===== config.mk =====
export PLATFORM = sky130hd
export DESIGN_NAME = mulacc
export DESIGN_NICKNAME = d
export VERILOG_FILES = /design/src/rtl/mulacc.sv
export SDC_FILE = /design/constraint.sdc
export NUM_CORES = 1
export LEC_CHECK = 0
export ABC_AREA = 1
export CAP_MARGIN = 40
export CORE_MARGIN = 2
export CORE_UTILIZATION = 56
export CTS_BUF_LIST = sky130_fd_sc_hd__clkbuf_8 sky130_fd_sc_hd__clkbuf_16
export DETAILED_ROUTE_END_ITERATION = 8
export HOLD_SLACK_MARGIN = 0.05
export PLACE_DENSITY_LB_ADDON = 0.12
export RECOVER_POWER = 25
export SYNTH_ARGS = -nofsm -noshare
export SYNTH_HDL_FRONTEND = slang
export SYNTH_SLANG_ARGS = --single-unit
export TNS_END_PERCENT = 50

===== constraint.sdc =====
create_clock -name clk -period 14.1 [get_ports clk]
set_input_delay 3.525 -clock clk [delete_from_list [all_inputs] [get_ports clk]]
set_output_delay 3.525 -clock clk [all_outputs]
set_load 0.05 [all_outputs]

===== src/rtl/mulacc.sv =====
// Sequential unsigned multiply-accumulate, p = a*b + c, one multiplier bit per clock (LSB first).
// Shares the trigger/done handshake of the control-path divider and reconstructs its dividend.
//
// state | meaning
// IDLE  | no computation running, busy low
// CALC  | shift-add step k (0..WIDTH-1) executes on each edge
module mulacc #(
  parameter int WIDTH = 32
) (
  input  logic             clk,
  input  logic             rst,
  input  logic             trigger,
  input  logic [WIDTH-1:0] a,
  input  logic [WIDTH-1:0] b,
  input  logic [WIDTH-1:0] c,
  output logic             busy,
  output logic             done,
  output logic [WIDTH-1:0] p_hi,
  output logic [WIDTH-1:0] p_lo,
  output logic             ovf
);

  localparam int KW = (WIDTH > 2) ? $clog2(WIDTH) : 1;
  localparam logic [KW-1:0] K_LAST = KW'(WIDTH - 1);

  typedef enum logic {IDLE, CALC} state_t;

  state_t           state, state_nxt;
  logic [KW-1:0]    k;
  logic [WIDTH-1:0] mcand;
  logic [WIDTH-1:0] hi;
  logic [WIDTH-1:0] lo;
  logic [WIDTH:0]   sum;
  logic [WIDTH-1:0] hi_nxt;
  logic [WIDTH-1:0] lo_nxt;
  logic             load;
  logic             step;
  logic             finish;

  always_ff @(posedge clk or posedge rst) begin
    if (rst) state <= IDLE;
    else     state <= state_nxt;
  end

  // A trigger always wins, including on the completion edge, so a restart suppresses done.
  always_comb begin
    state_nxt = state;
    load      = 1'b0;
    step      = 1'b0;
    finish    = 1'b0;
    if (trigger) begin
      load      = 1'b1;
      state_nxt = CALC;
    end else if (state == CALC) begin
      step = 1'b1;
      if (k == K_LAST) begin
        finish    = 1'b1;
        state_nxt = IDLE;
      end
    end
  end

  assign busy = (state == CALC);

  // The carry out of the add is shifted straight into hi, so it never needs its own register.
  always_comb begin
    sum = {1'b0, hi};
    if (lo[0]) sum = {1'b0, hi} + {1'b0, mcand};
    hi_nxt = sum[WIDTH:1];
    lo_nxt = {sum[0], lo[WIDTH-1:1]};
  end

  always_ff @(posedge clk or posedge rst) begin
    if (rst) begin
      k     <= '0;
      mcand <= '0;
      hi    <= '0;
      lo    <= '0;
      p_hi  <= '0;
      p_lo  <= '0;
      ovf   <= 1'b0;
      done  <= 1'b0;
    end else begin
      done <= finish;
      if (load) begin
        mcand <= b;
        hi    <= c;
        lo    <= a;
        k     <= '0;
      end else if (step) begin
        hi <= hi_nxt;
        lo <= lo_nxt;
        k  <= k + KW'(1);
        if (finish) begin
          p_hi <= hi_nxt;
          p_lo <= lo_nxt;
          ovf  <= |hi_nxt;
        end
      end
    end
  end

endmodule


==> reports/qor.txt <==
Status: finished, violations left
Failing checks: capacitance limit, slew limit
Post-CTS Hold Fix Bufs: 0
Layout cells sized above 1: 5.71%
Drt pass-1 iters: 5
Final cell count without fillers: 1710
Num CTS Buffers: 17
Post-synthesis sequential area ratio: 44.3%
Switching part of the total: 35.5%
Mapped Avg Cell Area: 7.14 um2
Critical Path RT: 14.38 ns
Hold slack: 0.485 ns
Largest net degree at the start of global routing: 97
Fraction of registers with async set/reset: 100%
Worst r2r src: busy$_DFF_PP0_
Post-synth top cells: nand2_1 (578), dfrtp_1 (168), inv_1 (134), nand3_1 (105), o21ai_0 (75)
Pwr Density: 119 nW/um2
H-tree levels: 4
Boundary pin count: 166
Pleak: 6.00 nW
Core area: 16600 um2
Crit path capture type: register
Worst-path fanout max: 71
Post-CTS sizing: 0
Final period util: 52.0%
Crit path cell chain: clkbuf_1 -> nor2_4 -> inv_2 -> nor2_4 -> inv_2 -> buf_4 -> o21ai_0
Mapped Cells: 1329
Clk root buf: clkbuf_16
Peak VDD IR: 93.3 uV
Die extent in x: 134 um
Crit-path slowest cell: clkbuf_1
Bufs on Longest Clock Path: 2
CTS clk-pin slew, worst paths: 0.07 ns
Synth Flop Type: dfrtp_1
Worst reg2reg setup slack: 10.95 ns
Critical Path Source Type: input pin
WL per Instance: 15.6 um
Initial antenna violation count: 1
Clock share of power: 34.2%
TritonCTS clock tree: done
DRT iter0 DRCs: 671
Crit path arrival time: 7.60 ns
Final Net Count: 1610
Rel. slew slack: -171%
Starting Density: 57.2%
DIE AREA: 18000 um2
Mapped cell area: 9490 um2
Reg-to-reg endpoint: hi[16]$_DFFE_PP0P_
Die height: 134 um
GRT overflow: 0
Hold Crit Class: register to register
Final TNS setup: 0 ns
Hold Violations, Final: 0
Critical Setup Path Class: input pin to register
Worst Hold Depth: 2
Psw: 0.502 mW
Flop pwr share: 38.8%
Post-CTS Setup Bufs: 0
Top post-synthesis cells by area: dfrtp_1 (44%), nand2_1 (23%), nand3_1 (5.5%)
Synth warn: 0
Via count: 9113
Hold Startpoint: mcand[25]$_DFFE_PP0P_
Comb pwr share: 27.0%
Clk_skew: 0.0185 ns
Post-route ant nets: 0
First-pass GRT wire length: 43.5 mm
I/O Buffers: 165
DRT Wirelength: 26.7 mm
R2R cell count: 4
Worst-Skew Late Latency: 0.45 ns
Final setup vio count: 0
Tmin final: 7.33 ns
Synth-to-Final Area Change: 25.8%
Count leader, synth: nand2_1
DRC viols: 0
Maxcap violations: 3
GP Congestion: 0.922
Global Route Usage Sum: 30.9%
Clock sinks: 168
Highest Clock Rate: 137 MHz
Number of synthesized register bits: 168
Pint: 0.912 mW
Post-synth top area cell: dfrtp_1
CP peak stage delay: 1.59 ns
Number of synthesized flops with an enable pin: 0
Design Power: 1.41 mW
Post-Syn Nets: 1463
Hold Path End: mcand[25]$_DFFE_PP0P_
Row cnt: 47
Final-layout fill cell count: 1378
Number of global-route vias before repair: 8797
Post-DP HPWL: 19.9 mm
Tightest Pin Transition: 4.04 ns
Post-synthesis cell type count: 36
Final Slew Violations: 186
RSZ-0062 raised after global routing: false
Placed cell count: 1677
Synth top area share: 44.3%
DR vias/cell: 5.33
## power groups by stage
stage                     registers [mW]  logic [mW]  clock network, mW
after floorplan                    0.561       0.248                  0
after global routing               0.552       0.431              0.506
after global placement             0.555       0.370                  0
after detailed placement           0.555       0.377                  0
final                              0.548       0.382              0.484
after CTS                          0.547       0.379              0.487
## placed cells by master (no fill, tap or decap), types with 7 or more instances in the layout
| cell | synthesis | final |
|---|---|---|
| buf_4 | 0 | 7 |
| clkbuf_16 | 0 | 17 |
| nand4_1 | 11 | 11 |
| nand2_1 | 578 | 578 |
| o211ai_1 | 28 | 28 |
| dfrtp_1 | 168 | 168 |
| inv_1 | 134 | 133 |
| nand3_1 | 105 | 105 |
| clkdlybuf4s50_1 | 0 | 163 |
| nor2_1 | 55 | 55 |
| o21ai_0 | 75 | 75 |
| a21oi_1 | 24 | 24 |
| ha_1 | 34 | 34 |
| nor2_2 | 9 | 9 |
| or2_2 | 12 | 12 |
## layer usage
layer  global-route usage (%)  part of all wire (%)  vias to the layer above
met3                     7.48                   8.5                       42
met5                        0                     0                        -
li1                         -                     -                     4508
met1                     41.4                    43                     4233
met4                     9.71                   2.4                        0
met2                     50.2                    46                      330
## flip-flops by register name, summed over array words and instances, names as in the netlist
name / count
ovf: 1
p_lo: 32
done: 1
k: 5
p_hi: 32
busy: 1
hi: 32
mcand: 32
lo: 32
## per-stage QoR
step	setup slack [ns]	util (%)	cell area, um2
finish	6.77	71.9	11900
global route	6.25	71.9	11900
CTS	8.15	72.0	11900
detailed placement	7.67	68.3	11300
global placement	7.83	68.2	11300
floorplan	6.03	-	9490
## how the worst max path moves through the flow
stage	startpoint	end	slack [ns]	depth (start not counted)
after floorplan	rst	busy$_DFF_PP0_	6.03	1
after global placement	trigger	p_hi[21]$_DFFE_PP0P_	7.83	8
after detailed placement	trigger	p_hi[28]$_DFFE_PP0P_	7.67	8
after CTS	trigger	p_hi[28]$_DFFE_PP0P_	8.15	8
after global routing	trigger	p_hi[12]$_DFFE_PP0P_	6.25	7
final	trigger	p_hi[12]$_DFFE_PP0P_	6.77	7
## worst max-delay path, delay by kind of cell
kind	cells	cell delay, ns
AND/OR/NAND/NOR	2	0.69
buffers and inverters	4	3.11
AO/OA/AOI/OAI	1	0.22
## final cells by class
class	count	area, um2	share of cell area, %
Timing Repair Buffer	173	1720	14.4
Tap cell	220	275	2.31
Inverter	141	531	4.45
Clock buffer	18	439	3.68
Antenna cell	1	2.50	0.0210
Sequential cell	168	4200	35.2
Multi-Input combinational cell	975	4580	38.4
Clock inverter	14	180	1.51
## cells by family after synthesis
kind of cell | synth area share [%]
fa+ha+maj | 4.70
compound gates | 8.81
buf+inv | 7.40
simple gates | 34.6
xor+xnor | 0.185
flops | 44.3
No activity file was read; power rests on OpenSTA's default activity.
